[src/rtl/move_recorder.sv]
// Move recorder: logs the maze solver's 2-bit moves into a packed 44-bit order word
// with backtracking, optional cancellation of opposite moves, and overflow detection.
module move_recorder #(
  parameter int unsigned MAX_MOVES = 22,
  parameter bit          COMPRESS  = 1'b1
) (
  input  logic        clk,
  input  logic        rst_n,
  input  logic        start_i,
  input  logic        push_vld_i,
  input  logic [1:0]  push_dir_i,
  input  logic        pop_i,
  input  logic        done_i,
  output logic [43:0] ord_o,
  output logic [43:0] cnt_o,
  output logic        comp_o,
  output logic        busy_o,
  output logic        overflow_o
);

  typedef enum logic [1:0] {IDLE = 2'd0, REC = 2'd1, COMP = 2'd2, ERR = 2'd3} state_t;

  localparam logic [4:0] MAX_CNT = 5'(MAX_MOVES);

  state_t      state_q, state_d;
  logic [43:0] ord_q, ord_d;
  logic [4:0]  cnt_q, cnt_d;
  logic        ovf_q, ovf_d;
  logic        comp_q, busy_q;
  logic        full_push_s;
  logic [4:0]  top_idx_s;
  logic [1:0]  top_s;

  function automatic logic [43:0] put_slot(input logic [43:0] ord, input logic [4:0] idx,
                                           input logic [1:0] dir);
    logic [5:0] sh;
    sh = {idx, 1'b0};
    return (ord & ~(44'h3 << sh)) | ({42'd0, dir} << sh);
  endfunction

  function automatic logic [1:0] get_slot(input logic [43:0] ord, input logic [4:0] idx);
    return 2'(ord >> {idx, 1'b0});
  endfunction

  // Next-state and log update for the current cycle's request
  always_comb begin
    state_d     = state_q;
    ord_d       = ord_q;
    cnt_d       = cnt_q;
    ovf_d       = ovf_q;
    full_push_s = 1'b0;
    top_idx_s   = cnt_q - 5'd1;
    top_s       = get_slot(ord_q, top_idx_s);
    case (state_q)
      REC: begin
        if (start_i) begin
          ord_d   = 44'd0;
          cnt_d   = 5'd0;
          ovf_d   = 1'b0;
          state_d = REC;
        end else begin
          if (push_vld_i && pop_i && (cnt_q != 5'd0)) begin
            ord_d = put_slot(ord_q, top_idx_s, push_dir_i);
          end else if (pop_i && !push_vld_i) begin
            if (cnt_q != 5'd0) begin
              ord_d = put_slot(ord_q, top_idx_s, 2'b00);
              cnt_d = top_idx_s;
            end else begin
              cnt_d = cnt_q;
            end
          end else if (push_vld_i) begin
            // An opposite push undoes the last step instead of growing the log
            if (COMPRESS && (cnt_q != 5'd0) && ((push_dir_i ^ top_s) == 2'b11)) begin
              ord_d = put_slot(ord_q, top_idx_s, 2'b00);
              cnt_d = top_idx_s;
            end else if (cnt_q < MAX_CNT) begin
              ord_d = put_slot(ord_q, cnt_q, push_dir_i);
              cnt_d = cnt_q + 5'd1;
            end else begin
              ovf_d       = 1'b1;
              full_push_s = 1'b1;
            end
          end else begin
            cnt_d = cnt_q;
          end
          if (full_push_s) begin
            state_d = ERR;
          end else if (done_i) begin
            state_d = COMP;
          end else begin
            state_d = REC;
          end
        end
      end
      IDLE, COMP, ERR: begin
        if (start_i) begin
          ord_d   = 44'd0;
          cnt_d   = 5'd0;
          ovf_d   = 1'b0;
          state_d = REC;
        end else begin
          state_d = state_q;
        end
      end
      default: begin
        state_d = IDLE;
      end
    endcase
  end

  // State, log and status flag registers
  always_ff @(posedge clk) begin
    if (!rst_n) begin
      state_q <= IDLE;
      ord_q   <= 44'd0;
      cnt_q   <= 5'd0;
      ovf_q   <= 1'b0;
      comp_q  <= 1'b0;
      busy_q  <= 1'b0;
    end else begin
      state_q <= state_d;
      ord_q   <= ord_d;
      cnt_q   <= cnt_d;
      ovf_q   <= ovf_d;
      comp_q  <= (state_d == COMP);
      busy_q  <= (state_d == REC);
    end
  end

  assign ord_o      = ord_q;
  assign cnt_o      = {39'd0, cnt_q};
  assign comp_o     = comp_q;
  assign busy_o     = busy_q;
  assign overflow_o = ovf_q;

endmodule

[config.mk]
export PLATFORM = sky130hd
export DESIGN_NAME = move_recorder
export DESIGN_NICKNAME = d
export VERILOG_FILES = /design/src/rtl/move_recorder.sv
export SDC_FILE = /design/constraint.sdc
export NUM_CORES = 1
export LEC_CHECK = 0
export ABC_CLOCK_PERIOD_IN_PS = 7100
export BUFFER_PORTS_ARGS = -buffer_cell sky130_fd_sc_hd__buf_2
export CAP_MARGIN = 20
export CORE_MARGIN = 5
export CORE_UTILIZATION = 45
export CTS_BUF_LIST = sky130_fd_sc_hd__clkbuf_2
export DETAILED_ROUTE_END_ITERATION = 10
export PLACE_DENSITY_LB_ADDON = 0.1
export SKIP_CTS_REPAIR_TIMING = 1
export SLEW_MARGIN = 20
export SYNTH_ARGS = -nofsm -noshare
export SYNTH_HDL_FRONTEND = slang
export SYNTH_SLANG_ARGS = --single-unit
[constraint.sdc]
create_clock -name clk -period 7.1 [get_ports clk]
set_input_delay 1.065 -clock clk [delete_from_list [all_inputs] [get_ports clk]]
set_output_delay 1.065 -clock clk [all_outputs]
set_load 0.03 [all_outputs]
## After elaboration in Yosys (flattened, before gate mapping)

Cells that the tools add are included.

| cells by class | value |
|---|---|
| $add $sub $neg | 2 |
| reductions and logical operators | 11 |
| bitwise logic cells | 8 |
| magnitude comparators | 1 |
| muxes and demuxes | 38 |
| equal/unequal tests | 18 |
| shift operators | 6 |

Operators with widths:

| kind | count |
|---|---|
| 44-bit 2-to-1 mux | 8 |
| 44-bit bitwise OR | 3 |
| 44-bit AND | 2 |
| 44-bit NOT | 2 |
| 44-bit one-hot mux with 2 select lines | 1 |
| 2-bit by 6-bit left shift with 44-bit output | 2 |
| 2-bit by 6-bit left shift with 44-bit output (first input constant) | 2 |
| 1-bit by 6-bit left shift with 44-bit output (first input constant) | 1 |
| 44-bit by 6-bit >> shifter with 2-bit output | 1 |
| 5-bit 2-to-1 mux | 8 |
| 3-bit != test (second input constant) | 5 |
| 5-bit != test (second input constant) | 3 |
| 1-bit 2-to-1 mux | 14 |
| 5-bit one-hot mux with 2 select lines | 1 |
| 2-bit == test (second input constant) | 4 |
| 2-bit 2-to-1 mux | 4 |
| 4-bit != test (second input constant) | 2 |
| 6-bit != test (second input constant) | 1 |
| 6-bit AND reduction | 1 |
| 5-bit by 1-bit adder with 5-bit output (second input constant) | 1 |
| 5-bit < comparator (second input constant) | 1 |
| 5-bit AND reduction | 1 |
| 5-bit nonzero test | 1 |
| 5-bit by 1-bit subtractor with 5-bit output (second input constant) | 1 |
| 10 further kinds | 14 |

| storage, ports and cells | value |
|---|---|
| word-level logic and storage cells | 90 |
| output and inout port bits | 91 |
| register bits | 54 |
| input bits | 8 |

## Logic depth before layout (Yosys ltp)

| depth | value |
|---|---|
| depth after elaboration | 15 |
| mapped depth | 14 |
| depth with buffers taken out | 10 |

## Worst setup path after synthesis

Ideal clock, no wire load.

| timing | value |
|---|---|
| kind | reg2reg |
| start | register cnt_q[1] |
| end | register ord_q[21], in the netlist ord_o[21] |
| setup slack | 3.069 ns |
| arrival time | 3.942 ns |
| path buffers | 4 |
| library setup time | 0.088 ns |
| data required time | 7.012 ns |
| period minus slack after synthesis | 4.031 ns |
| cell stages (with the launch flop) | 15 |
| cell sequence | dfxtp_1 > buf_2 > inv_1 > ha_1 > buf_4 > xnor2_4 > mux4_2 > mux2_2 > a221oi_4 > mux2i_2 > o211ai_2 > a31o_2 > buf_4 > buf_6 > o32ai_2 |

| on the way | value |
|---|---|
| cells in the longest elaborated chain, start to end | 11 |
| elaborated cells between the ends (all ways) | 32 |
| classes of those cells | add/sub: 1; order compare: 1; eq/ne: 4; shift: 6; mux: 8; bitwise: 8; reduce/logical: 4 |

Ends and longest elaborated chain:

| item | RTL line | text |
|---|---|---|
| from (decl) | 27 | `logic [4:0] cnt_q, cnt_d;` |
| from (signal assigned) | 123 | `cnt_q <= cnt_d;` |
| 5-bit by 1-bit subtractor with 5-bit output or 2-bit by 6-bit left shift with 44-bit output (tied branches) | 52, 38 |  |
| 44-bit by 6-bit >> shifter with 2-bit output (tied with other cells) | 42 | `return 2'(ord >> {idx, 1'b0});` |
| 2-bit XOR (tied with other cells) | 73 | `if (COMPRESS && (cnt_q != 5'd0) && ((push_dir_i ^ top_s) == 2'b11)) begin` |
| 2-bit == test (tied with other cells) | 73 |  |
| 1-bit logical AND (tied with other cells) | 73 |  |
| 44-bit 2-to-1 mux | 73 |  |
| 44-bit 2-to-1 mux | 71 | `end else if (push_vld_i) begin` |
| 44-bit 2-to-1 mux | 64 | `end else if (pop_i && !push_vld_i) begin` |
| 44-bit 2-to-1 mux | 62 | `if (push_vld_i && pop_i && (cnt_q != 5'd0)) begin` |
| 44-bit 2-to-1 mux | 56 | `if (start_i) begin` |
| 44-bit one-hot mux with 2 select lines | 54 | `case (state_q)` |
| to (signal assigned) | 122 | `ord_q <= ord_d;` |
| to (decl) | 26 | `logic [43:0] ord_q, ord_d;` |

Several ways; a longest one is shown, not always the timed one. The select of a mux whose other input is x is not followed.
A chain may end at the register's enable or synchronous reset.

## Worst setup path after layout

| timing | value |
|---|---|
| start | register cnt_q[1] |
| end | register ord_q[33], in the netlist ord_o[33] |

Same word-level chain as after synthesis.

==> flow_summary.yaml <==
run_status:
  status: "complete, no violations"
setup_path:
  max_stage_delay_ns: 0.85
  required_ns: 7.51
  critPathBufInv: 2
  critical_path_class: "reg2reg"
  crit_chain: "inv_1, ha_1, xor2_1, mux4_2, a21o_1, a311oi_2, nand2_1, o211ai_2, a31o_2, buf_4, o32ai_2"
  startpoint_type: "register"
  cp.arrival_ns: 5.80
  crit_fanout: 22
  critPathCaptureType: "register"
  crit_family: "compound AO/OA/AOI/OAI gates"
  crit_path_top_delay_cell: "dfxtp_1"
cells_and_area:
  syn2layout_area_growth_pct: 3.847
  n_fill_cell: 1151
  antenna_cells: 0
  drive_gt1_share_pct: 20.46
  nNetsFinal: 670
yosys:
  async_reset_ff_share_pct: 0
  synth_mux_area_share_pct: 6.126
  syn-instance-count: 630
  synth_top_family_by_area: "compound AO/OA/AOI/OAI gates"
  synth-compound-area-share_pct: 38.96
  synth_edf_count: 0
  synth_adder_area_share_pct: 1.960
  synth-seq-cells: 54
  yosys_most_used_dff: "dfxtp_1"
  synth-simple-area-share_pct: 16.64
  yosys.cell_types.count: 70
  synth_xor_xnor_area_share_pct: 1.397
  ys_seq_area_share_pct: 21.17
  synth_area_um2: 5106
  synth_warnings: 0
  syn_area_per_cell_um2: 8.105
cts:
  cts_tree: "yes"
  clkTransAtPathRegs_ns: 0.28
  cts_buffer_depth: 2
  htreeDepth: 2
  clock_latency_ns: 0.55
  clock-sinks: 54
  cts-root-buf: "clkbuf_2"
  cts_inserted_buffers: 5
sta:
  slew_viol_final: 0
  slew_headroom_pct: 26.46
  worst_pin_slew_ns: 1.103
  rsz0062_at_grt: "no"
  fmax_ghz: 0.1856
  fin_skew_ns: 0.03196
  final-setup-viol-count: 0
  setup_tns_ns: 0
  finalCritPeriodShare_pct: 75.90
  hold_viol: 0
  final.min_clock_period_ns: 5.389
power_and_ir_drop:
  finalPower_mw: 0.6230
  power-per-cell-area_nw_per_um2: 117.5
  p_leak_nw: 1.869
  ir_worst_vdd_mv: 0.06226
route:
  drt_iter0_drc: 626
  drc_errors: 0
  via_per_inst: 6.637
  routed_wl_mm: 19.09
  vias: 5296
  final_antenna_net_count: 0
  wl_per_cell_um: 23.92
  dr.pass1.iters: 6
job:
  drv_cap: 0
floorplan:
  die-area_um2: 13580
  io_pins: 99
  initial_core_util_pct: 45.30
  rows: 39
  die_x_um: 116.5
  core_area_um2: 11270
  die_h_um: 116.5
placed_design:
  place_hpwl_mm: 13.70
  numPortBuffers: 59
  place_congestion: 1.014
grt:
  grt_overflow: 0
  first_global_vias: 4822
  grt_max_degree: 35
  grt.total_usage_pct: 28.00
  grt_pass1_wl_mm: 28.78
  antenna_found_initial: 0
hold_path:
  hp-class: "reg2reg"
## tightest hold or removal path: cells and delay by family (launching register included)
kind / cells / cell delay, ns
AOI/OAI and AO/OA: 1 / 0.04
DFF: 1 / 0.39
and+or+nand+nor: 1 / 0.08
## cells in the mapped netlist (3+ instances only)
master     instances  area [µm²]
ha_1               8       100.1
o32ai_1            5       43.79
a21oi_1           11       55.05
o2bb2ai_1          6       52.55
mux2i_1            4       40.04
a32oi_1           20       175.2
a32o_1             4       40.04
nand2b_1          10       62.56
o31ai_1            3       22.52
xnor2_1            3       26.28
buf_4             46       345.3
mux2_2             3       33.78
a221oi_1          31       271.5
buf_2              9       45.04
clkbuf_1          25       93.84
buf_6              3       33.78
nand2_1           67       251.5
mux4_2            10       225.2
and2_1             8       50.05
o32ai_2           30       488.0
nor2b_1            6       37.54
nor3_1            12       60.06
and3_1             3       18.77
a21o_1             5       37.54
nor2_1            51       191.4
nand3_1           11       55.05
inv_1             45       168.9
o21ai_0           53       265.3
o22ai_1            3       18.77
a22oi_1           31       232.7
dfxtp_1           54        1081
buf_1              3       11.26
## final cells by class
| cell class | instances | area, µm² | area share, % |
|---|---|---|---|
| repair buffers | 65 | 340.3 | 6.418 |
| inverters | 45 | 168.9 | 3.185 |
| clock buffers | 5 | 25.02 | 0.4719 |
| flip-flops and latches | 54 | 1081 | 20.39 |
| well taps | 143 | 178.9 | 3.374 |
| clock inverters | 3 | 21.27 | 0.4011 |
| multi-input cells | 483 | 3487 | 65.76 |
## final timing paths
check | cells after the start | slack, ns | to | from
setup / recovery | 11 | 1.71 | ord_o[33] | cnt_q[1]
hold reg to reg | 2 | 0.52 | overflow_o | overflow_o
setup reg to reg | 11 | 1.71 | ord_o[33] | cnt_q[1]
hold / removal | 2 | 0.52 | overflow_o | overflow_o
## registers in the layout (all words and copies together) (netlist names)
name and cells:
state_q 2, comp_o 1, ord_o 44, cnt_q 5
overflow_o 1, busy_o 1
## kinds of logic after synthesis
logic type               after synthesis
AO/OA/AOI/OAI                        229
AND/OR/NAND/NOR                      183
buffers and inverters                131
flip-flops                            54
multiplexers                          18
adder cells (fa/ha/maj)                8
XOR/XNOR                               6
other                                  1
## cell usage in the layout (no fill, tap or decap), drive strengths merged, types with 10 or more instances in the layout
cell	instances
nand2	68
buf	65
dfxtp	54
o21ai	54
nor2	51
inv	45
conb	39
o32ai	35
a221oi	32
a22oi	31
a32oi	20
nor3	12
a21oi	11
nand3	11
nand2b	10
mux4	10
## per-layer routing
| metal | up-vias | track usage, % | routed length (µm) |
|---|---|---|---|
| met2 | 312 | 43.71 | 8555 |
| met4 | 0 | 10.21 | 722 |
| met1 | 2565 | 38.78 | 8047 |
| met5 | - | 0 | 0 |
| li1 | 2360 | - | - |
| met3 | 59 | 4.767 | 1763 |
## power breakdown
part           switching [mW]  internal, mW
clock                   0.117        0.0242
sequential            0.00651         0.309
combinational           0.121        0.0458
total                   0.244         0.379
## metrics by stage
stage	area [µm²]	worst slack [ns]	cells	util [%]	hold WS (ns)
2_1_floorplan	5249	3.069	668	-	0.4924
3_3_place_gp	5246	1.823	790	46.54	0.4623
3_5_place_dp	5251	1.860	790	46.59	0.4752
4_1_cts	5298	1.819	798	47.00	0.5304
5_1_grt	5303	1.476	798	47.04	0.5680
6_report	5303	1.711	798	47.04	0.5162
Note: power is estimated with default switching activity, not from simulation.
